<file path="src/rtl/bist_pkg.sv">
// Shared types and defaults for the BIST signature analyzer.
// Holds the FSM state encoding, the default tap/seed constants and a width helper.
package bist_pkg;

  typedef enum logic [1:0] {
    ST_IDLE,
    ST_WARMUP,
    ST_COMPACT,
    ST_DONE
  } bist_state_t;

  localparam logic [7:0] DEFAULT_TAPS = 8'hB8;
  localparam logic [7:0] DEFAULT_SEED = 8'h00;

  // A zero-length warm-up still needs a one-bit counter to keep the port legal.
  function automatic int warm_width(input int warmup);
    return (warmup > 0) ? $clog2(warmup + 1) : 1;
  endfunction

endpackage

</file>
<file path="src/rtl/misr_lane.sv">
// One MISR lane: shift with tap-parity feedback, XOR in the lane's data word.
// Exposes both the registered value and its next value so the parent can compare early.
module misr_lane
  import bist_pkg::*;
#(
  parameter int               WIDTH = 8,
  parameter logic [WIDTH-1:0] TAPS  = WIDTH'(DEFAULT_TAPS),
  parameter logic [WIDTH-1:0] SEED  = WIDTH'(DEFAULT_SEED)
) (
  input  logic             clk,
  input  logic             rst,
  input  logic             load,
  input  logic             shift_en,
  input  logic [WIDTH-1:0] data_in,
  output logic [WIDTH-1:0] lane_d,
  output logic [WIDTH-1:0] lane_q
);

  always_comb begin
    lane_d = lane_q;
    if (load) begin
      lane_d = SEED;
    end else if (shift_en) begin
      lane_d = {lane_q[WIDTH-2:0], ^(lane_q & TAPS)} ^ data_in;
    end
  end

  always_ff @(posedge clk) begin
    if (rst) begin
      lane_q <= SEED;
    end else begin
      lane_q <= lane_d;
    end
  end

endmodule

</file>
<file path="src/rtl/bist_sig_analyzer.sv">
// Multi-lane MISR signature analyzer with warm-up discard and golden compare.
// The FSM and both counters live here; each lane is a misr_lane instance.
module bist_sig_analyzer
  import bist_pkg::*;
#(
  parameter int                 WIDTH    = 8,
  parameter int                 CHANNELS = 4,
  parameter logic [WIDTH-1:0]   TAPS     = WIDTH'(DEFAULT_TAPS),
  parameter logic [WIDTH-1:0]   SEED     = WIDTH'(DEFAULT_SEED),
  parameter int                 WARMUP   = 17,
  parameter int                 LEN_W    = 16
) (
  input  logic                      clk,
  input  logic                      rst,
  input  logic                      start,
  input  logic                      abort,
  input  logic [LEN_W-1:0]          sample_len,
  input  logic                      data_valid,
  input  logic [CHANNELS*WIDTH-1:0] data_in,
  input  logic [CHANNELS*WIDTH-1:0] golden,
  output logic [CHANNELS*WIDTH-1:0] signature,
  output logic                      busy,
  output logic                      done,
  output logic                      pass
);

  localparam int                WARM_W    = warm_width(WARMUP);
  localparam logic [WARM_W-1:0] WARM_LAST = WARM_W'(WARMUP);

  bist_state_t               state_q, state_d;
  logic [WARM_W-1:0]         warm_q, warm_d;
  logic [LEN_W-1:0]          cnt_q, cnt_d;
  logic [LEN_W-1:0]          len_q, len_d;
  logic                      busy_q, busy_d;
  logic                      done_q, done_d;
  logic                      pass_q, pass_d;
  logic                      start_ok;
  logic                      load;
  logic                      shift_en;
  logic                      match;
  logic [CHANNELS*WIDTH-1:0] sig_d;
  logic [CHANNELS*WIDTH-1:0] sig_q;

  // Lane controls are kept out of the FSM block so the compare below sees settled next values.
  assign start_ok = start && !abort && (state_q == ST_IDLE || state_q == ST_DONE);
  assign load     = start_ok;
  assign shift_en = !abort && (state_q == ST_COMPACT) && data_valid;
  assign match    = (sig_d == golden);

  generate
    for (genvar gi = 0; gi < CHANNELS; gi++) begin : g_lane
      misr_lane #(
        .WIDTH (WIDTH),
        .TAPS  (TAPS),
        .SEED  (SEED)
      ) u_lane (
        .clk      (clk),
        .rst      (rst),
        .load     (load),
        .shift_en (shift_en),
        .data_in  (data_in[gi*WIDTH +: WIDTH]),
        .lane_d   (sig_d[gi*WIDTH +: WIDTH]),
        .lane_q   (sig_q[gi*WIDTH +: WIDTH])
      );
    end
  endgenerate

  always_comb begin
    state_d = state_q;
    warm_d  = warm_q;
    cnt_d   = cnt_q;
    len_d   = len_q;
    done_d  = done_q;
    pass_d  = pass_q;
    if (abort) begin
      state_d = ST_IDLE;
      done_d  = 1'b0;
      pass_d  = 1'b0;
    end else begin
      case (state_q)
        ST_IDLE, ST_DONE: begin
          if (start) begin
            warm_d = '0;
            cnt_d  = '0;
            len_d  = sample_len;
            done_d = 1'b0;
            pass_d = 1'b0;
            if (WARMUP > 0) begin
              state_d = ST_WARMUP;
            end else if (sample_len == '0) begin
              state_d = ST_DONE;
              done_d  = 1'b1;
              pass_d  = match;
            end else begin
              state_d = ST_COMPACT;
            end
          end
        end
        ST_WARMUP: begin
          if (data_valid) begin
            warm_d = warm_q + 1'b1;
            if (warm_q + 1'b1 == WARM_LAST) begin
              if (len_q == '0) begin
                state_d = ST_DONE;
                done_d  = 1'b1;
                pass_d  = match;
              end else begin
                state_d = ST_COMPACT;
              end
            end
          end
        end
        ST_COMPACT: begin
          if (data_valid) begin
            cnt_d = cnt_q + 1'b1;
            if (cnt_q + 1'b1 == len_q) begin
              state_d = ST_DONE;
              done_d  = 1'b1;
              pass_d  = match;
            end
          end
        end
        default: state_d = ST_IDLE;
      endcase
    end
    busy_d = (state_d == ST_WARMUP) || (state_d == ST_COMPACT);
  end

  always_ff @(posedge clk) begin
    if (rst) begin
      state_q <= ST_IDLE;
      warm_q  <= '0;
      cnt_q   <= '0;
      len_q   <= '0;
      busy_q  <= 1'b0;
      done_q  <= 1'b0;
      pass_q  <= 1'b0;
    end else begin
      state_q <= state_d;
      warm_q  <= warm_d;
      cnt_q   <= cnt_d;
      len_q   <= len_d;
      busy_q  <= busy_d;
      done_q  <= done_d;
      pass_q  <= pass_d;
    end
  end

  assign signature = sig_q;
  assign busy      = busy_q;
  assign done      = done_q;
  assign pass      = pass_q;

endmodule
</file>
<file path="config.mk">
export PLATFORM = sky130hd
export DESIGN_NAME = bist_sig_analyzer
export DESIGN_NICKNAME = d
export VERILOG_FILES = /design/src/rtl/bist_pkg.sv /design/src/rtl/misr_lane.sv /design/src/rtl/bist_sig_analyzer.sv
export SDC_FILE = /design/constraint.sdc
export NUM_CORES = 1
export LEC_CHECK = 0
export ABC_AREA = 1
export CAP_MARGIN = 20
export CELL_PAD_IN_SITES_DETAIL_PLACEMENT = 0
export CELL_PAD_IN_SITES_GLOBAL_PLACEMENT = 1
export CORE_UTILIZATION = 30
export CTS_CLUSTER_DIAMETER = 60
export DETAILED_ROUTE_END_ITERATION = 8
export PLACE_DENSITY = 0.7
export SYNTH_ARGS = -nofsm -noshare
export SYNTH_HDL_FRONTEND = slang
export SYNTH_HIERARCHICAL = 1
export SYNTH_SLANG_ARGS = --single-unit
</file>
<file path="constraint.sdc">
create_clock -name clk -period 2.8 [get_ports clk]
set_input_delay 0.56 -clock clk [delete_from_list [all_inputs] [get_ports clk]]
set_output_delay 0.56 -clock clk [all_outputs]
set_load 0.05 [all_outputs]
</file>
Yosys cells after proc, flatten, opt, wreduce, memory -nomap -nowiden:

Cells that the tools add are included.

* register bits after elaboration: 74
* input bits: 85
* output and inout port bits: 35
* logic and storage cells: 88

* add/sub/neg operators: 2
* equality and inequality tests: 14
* multiplexer cells: 35
* bitwise operators: 5
* reductions and logical operators: 21

Operator list (number)
* $mux W8: 8
* $eq A32 B32 Y1: 1
* $mux W16: 2
* $pmux W16 S2: 1
* $reduce_xor A8 Y1: 4
* $xor A8 B8 Y8: 4
* $add A16 B1 Y16 const B: 1
* $eq A16 B16 Y1: 1
* $logic_not A16 Y1: 1
* $mux W1: 12
* $mux W2: 6
* $mux W5: 2
* $ne A2 B2 Y1 const B: 5
* $pmux W5 S2: 1
* $reduce_and A4 Y1: 2
* $eq A2 B2 Y1 const B: 3
* $pmux W1 S3: 2
* $pmux W2 S3: 1
* $reduce_and A6 Y1: 1
* $add A5 B1 Y5 const B: 1
* $eq A5 B5 Y1 const B: 1
* $eq A2 B1 Y1 const B: 2
* $logic_and A1 B1 Y1: 4
* $reduce_bool A2 Y1: 2
* 7 further kinds: 9

Logic depth before layout (Yosys ltp):

* depth in word-level cells: 10
* mapped depth: 17
* depth with buffers taken out: 17

Cells and area by module:

Netlist, hierarchy kept.

Modules (own cells, without submodules)
* bist_sig_analyzer: times used 1, cells each 453, area an instance 2904.0 µm², seq. area each 840.8 µm²
* misr_lane: times used 4, cells each 75, area an instance 501.7 µm², seq. area each 160.2 µm²

Worst setup path after synthesis:

Ideal clock, no wire load.

* path kind: reg2reg
* start: register state_q[0]
* end: register pass_q (netlist: pass)
* setup time: 0.070 ns
* data arrival time: 2.626 ns
* required time: 2.730 ns
* slack: 0.104 ns
* cell stages (with the launch flop): 15
* path buffers: 1
* clock period less this slack: 2.696 ns
* cells stage by stage: dfxtp_1 > inv_1 > ha_1 > inv_1 > nor3_1 > buf_6 > nor2_1 > o21ai_1 > inv_1 > xnor2_1 > nand4_1 > nor4_1 > nand4_1 > or2_0 > a21oi_1

* elaborated cells on any way between the ends: 31
* classes of those cells: eq/ne: 10; mux: 14; reduce/logical: 7

RTL lines
* start, declared: RTL line bist_sig_analyzer.sv:30 `bist_state_t state_q, state_d;`
* start signal, assigned: RTL line bist_sig_analyzer.sv:139 `state_q <= state_d;`
* $eq A2 B2 Y1 or $logic_not A2 Y1 (tied branches): RTL line bist_sig_analyzer.sv:45 `assign start_ok = start && !abort && (state_q == ST_IDLE || state_q == ST_DONE);`
* $logic_or A1 B1 Y1 (*): RTL line bist_sig_analyzer.sv:45
* $logic_and A1 B1 Y1 (*): RTL line bist_sig_analyzer.sv:45
* named net load: RTL line bist_sig_analyzer.sv:38 `logic load;`
* $mux W8 (*): RTL line misr_lane.sv:21 `if (load) begin`
* named net sig_d[26]: RTL line bist_sig_analyzer.sv:41 `logic [CHANNELS*WIDTH-1:0] sig_d;`
* $eq A32 B32 Y1 (*): RTL line bist_sig_analyzer.sv:48 `assign match = (sig_d == golden);`
* $mux W1: RTL line bist_sig_analyzer.sv:103 `if (len_q == '0) begin`
* $mux W1: RTL line bist_sig_analyzer.sv:102 `if (warm_q + 1'b1 == WARM_LAST) begin`
* $mux W1: RTL line bist_sig_analyzer.sv:100 `if (data_valid) begin`
* $pmux W1 S3 (*): RTL line bist_sig_analyzer.sv:80 `case (state_q)`
* end signal, assigned: RTL line bist_sig_analyzer.sv:145 `pass_q <= pass_d;`
* end, declared: RTL line bist_sig_analyzer.sv:36 `logic pass_q, pass_d;`

Mark *: on every way through the listed nets, which the timed path passes. The rest lies on a longest branch. The select of a mux whose other input is x is not followed.
A chain may end at the register's enable or synchronous reset.

Final worst setup path:

* start: register state_q[0]
* end: register pass_q (netlist: pass)

* longest elaborated chain between the ends: 10
* elaborated cells on any way between the ends: 31
* classes of those cells: eq/ne: 10; mux: 14; reduce/logical: 7

RTL lines
* $eq A2 B2 Y1 (*): RTL line bist_sig_analyzer.sv:47 `assign shift_en = !abort && (state_q == ST_COMPACT) && data_valid;`
* $logic_and A1 B1 Y1 (*) (2 in a row): RTL line bist_sig_analyzer.sv:47
* named net shift_en: RTL line bist_sig_analyzer.sv:39 `logic shift_en;`
* $mux W8 (*): RTL line misr_lane.sv:23 `end else if (shift_en) begin`
* $mux W8 (*): RTL line misr_lane.sv:21
* named net sig_d[29]: RTL line bist_sig_analyzer.sv:41
* $eq A32 B32 Y1 (*): RTL line bist_sig_analyzer.sv:48
* $mux W1: RTL line bist_sig_analyzer.sv:103
* $mux W1: RTL line bist_sig_analyzer.sv:102
* $mux W1: RTL line bist_sig_analyzer.sv:100
* $pmux W1 S3 (*): RTL line bist_sig_analyzer.sv:80

Marks and branches as above.

==> results.json <==
{
  "slew_headroom": 0.5780,
  "synthFlopType": "dfxtp_1",
  "io_pins": 120,
  "crit_required_ps": 3080,
  "worstSkewPairLatency_ps": 340,
  "grt_usage": 0.1940,
  "power-per-cell-area_nw_per_um2": 381.0,
  "grt_pass1_wl_mm": 25.01,
  "gp_congestion": 0.8331,
  "grt_pass1_vias": 4999,
  "layout-drive-gt1-share": 0.1711,
  "cts_tree": "done",
  "path_class": "reg -> reg",
  "ys_seq_elements": 74,
  "preCtsSetupSlack_ps": -409.7,
  "grt_max_degree": 29,
  "grt_overflow_total": 0,
  "r2r_start": "state_q[0]$_SDFF_PP0_",
  "drtAntennaViolNets": 0,
  "syn_avg_cell_area_um2": 6.522,
  "synth_area_leaders": "dfxtp_1 (30%), nand2_1 (10%), nor2_1 (8.6%), inv_1 (7.2%), nand3_1 (6.3%)",
  "core_area_um2": 15940,
  "hold_ws_ps": 458.6,
  "synth-xor-area-share": 0.1141,
  "met1_usage": 0.2593,
  "clock.fmax_mhz": 377.4,
  "start_util": 0.3080,
  "vdd_drop_max_uv": 279.4,
  "yosys.area.top_type_share": 0.3017,
  "nets": 1022,
  "met2_usage": 0.3193,
  "gr-usage-met3": 0.02870,
  "synth_most_common_cell": "nand2_1",
  "crit_path_cell_trace": "inv_2 > ha_4 > inv_4 > nor3_4 > buf_6 > buf_12 > buf_16 > buf_8 > nor2_1 > nor2_1 > o21ai_1 > inv_1 > xnor2_1 > nand4_1 > nor4_2 > nand4_1 > or2_0 > a21oi_1",
  "async_reset_ff_frac": 0,
  "cpPeakStageDelay_ps": 320,
  "p_leak_nw": 3.180,
  "synth_simple_gate_area_share": 0.3401,
  "drv_slew": 0,
  "syn_to_final_growth_pct": 49.27,
  "grt-busiest-layer": "met2",
  "rr_endpoint": "pass$_SDFFE_PP0P_",
  "tightest_slew_ps": 633.0,
  "wl_mm": 16.22,
  "wl_per_cell_um": 14.09,
  "portBuffers": 119,
  "holdCritPathClass": "reg -> reg",
  "drt_iter0_markers": 238,
  "die_w_um": 129.9,
  "hold_end": "done$_SDFFE_PP0P_",
  "hold_viol": 0,
  "worst-path-buf-inv": 7,
  "drc_errors": 0,
  "critPathCaptureType": "register",
  "path_delay_family": "simple AND/OR/NAND/NOR gates",
  "cp_max_fo": 7,
  "r2r_slack_ps": 150,
  "cts_inserted_buffers": 9,
  "synth_compound_area_frac": 0.1205,
  "rsz0062_at_grt": "yes",
  "nFillCells": 1676,
  "antenna_found_initial": 0,
  "worstPathArrival_ps": 2930,
  "synthMuxAreaShare": 0,
  "cts_max_path_buffers": 2,
  "hold_start": "done$_SDFFE_PP0P_",
  "cap_violations": 0,
  "cts-root-buf": "clkbuf_16",
  "path_clk_slew_ps": 60,
  "clock_skew_ps": 5.941,
  "synth_edf_count": 0,
  "setup_ws_ps": 150.2,
  "drt_first_pass_iters": 4,
  "setup_viol": 0,
  "yosysTopAreaCell": "dfxtp_1",
  "antennaDiodeCount": 0,
  "vias": 5317,
  "syn-cell-area_um2": 4911,
  "outcome": "finished, final reports clean",
  "period_share": 0.9464,
  "ctsHoldBuffers": 0,
  "final.min_clock_period_ps": 2650,
  "synth_top_family_by_area": "simple AND/OR/NAND/NOR gates",
  "min_path_cells": 2,
  "cpMaxStageDelayCell": "dfxtp_2",
  "synth_common_cells": "nand2_1 (133), nor2_1 (112), inv_1 (94)",
  "ys_types": 36,
  "seq_area_frac_synth": 0.3017,
  "ys_warn_count": 6,
  "synthCells": 753,
  "cts_max_level": 3,
  "start_kind": "register",
  "dieArea_um2": 16890,
  "reg2reg_depth": 18,
  "synth_fa_ha_area_frac": 0.01529,
  "synth_nets": 844,
  "fp-row-count": 46,
  "drt-vias-per-instance": 4.619,
  "place.detailed.hpwl_mm": 12.22,
  "die_y_um": 129.9,
  "cts_sinks": 74
}
placed cells by master, fill, tap and decap left out, types with 24 or more instances in the layout:
master / Yosys / final
xnor2_1: 30 / 27
xor2_1: 34 / 34
clkdlybuf4s50_1: 0 / 116
nand2_1: 133 / 133
inv_1: 94 / 89
a21oi_1: 48 / 46
buf_4: 4 / 59
nand3_1: 62 / 62
dfxtp_1: 74 / 72
o21ai_0: 24 / 24
nor2_1: 112 / 108
power breakdown:
group / internal, mW / total (mW) / switching (mW)
registers: 1.08 / 1.11 / 0.0263
logic: 0.239 / 0.481 / 0.241
clock network: 0.757 / 1.21 / 0.449
total: 2.08 / 2.79 / 0.716
cell type report:
type	count	area, um2	area share
Clock buffer	13	270.3	0.03687
Timing Repair Buffer	188	1815	0.2477
Multi-Input combinational cell	551	3049	0.4159
Inverter	107	406.6	0.05547
Clock inverter	2	35.03	0.004779
Sequential cell	74	1484	0.2024
Tap cell	216	270.3	0.03687
how the worst max path moves through the flow:
stage / start / end / slack (ps) / cells after the start
finish: state_q[0]$_SDFF_PP0_ / pass$_SDFFE_PP0P_ / 150 / 18
CTS: abort / pass$_SDFFE_PP0P_ / 10 / 12
global placement: data_valid / pass$_SDFFE_PP0P_ / -350 / 13
detailed placement: data_valid / pass$_SDFFE_PP0P_ / -410 / 13
global route: state_q[0]$_SDFF_PP0_ / pass$_SDFFE_PP0P_ / -90 / 18
floorplan: state_q[0]$_SDFF_PP0_ / pass$_SDFFE_PP0P_ / 100 / 14
logic make-up (layout without fill, tap and decap cells):
logic type,count (synthesis),after routing
AOI/OAI and AO/OA,111,111
and+or+nand+nor,370,370
adders and majority gates,6,6
DFF,74,74
xor gates and xnor gates,64,64
buffers and inverters,128,310
metal layers:
metal | wire [um] | vias to the layer above | part of all wire
met5 | 0 | - | 0
met4 | 182 | 0 | 0.011
met3 | 679 | 11 | 0.042
met2 | 7585 | 120 | 0.47
met1 | 7775 | 2409 | 0.48
li1 | - | 2777 | -
flip-flops by register name (all words and copies together), names as in the netlist:
signal / cells
warm_q: 5
busy: 1
state_q: 2
g_lane.u_lane/lane_q: 32
done: 1
pass: 1
len_q: 16
cnt_q: 16
worst register-to-register path: stages, from the launching register on:
cell	delay, ps
dfxtp_2	320
inv_2	90
ha_4	150
inv_4	40
nor3_4	170
buf_6	140
buf_12	100
buf_16	110
buf_8	120
nor2_1	40
nor2_1	90
o21ai_1	100
inv_1	90
xnor2_1	130
nand4_1	140
nor4_2	270
nand4_1	140
or2_0	210
a21oi_1	130
what timing repair did:
item                                    4_1_cts  5_1_grt
endpoints found under the setup margin        1        1
gates cloned                                  1        1
setup buffers                                 0       15
pin swaps                                     1       25
resized for setup                             3       47
stage by stage:
stage          instances  total power, mW  utilization  area, um2  setup TNS, ps
5_1_grt             1151            2.918       0.4598       7331         -87.35
4_1_cts             1135            2.815       0.4409       7029              0
2_1_floorplan        753            1.347            -       4911              0
3_3_place_gp        1119            1.588       0.4187       6675         -350.6
6_report            1151            2.793       0.4598       7331              0
3_5_place_dp        1119            1.584       0.4187       6675         -409.7
Note: power is estimated with default switching activity, not from simulation.
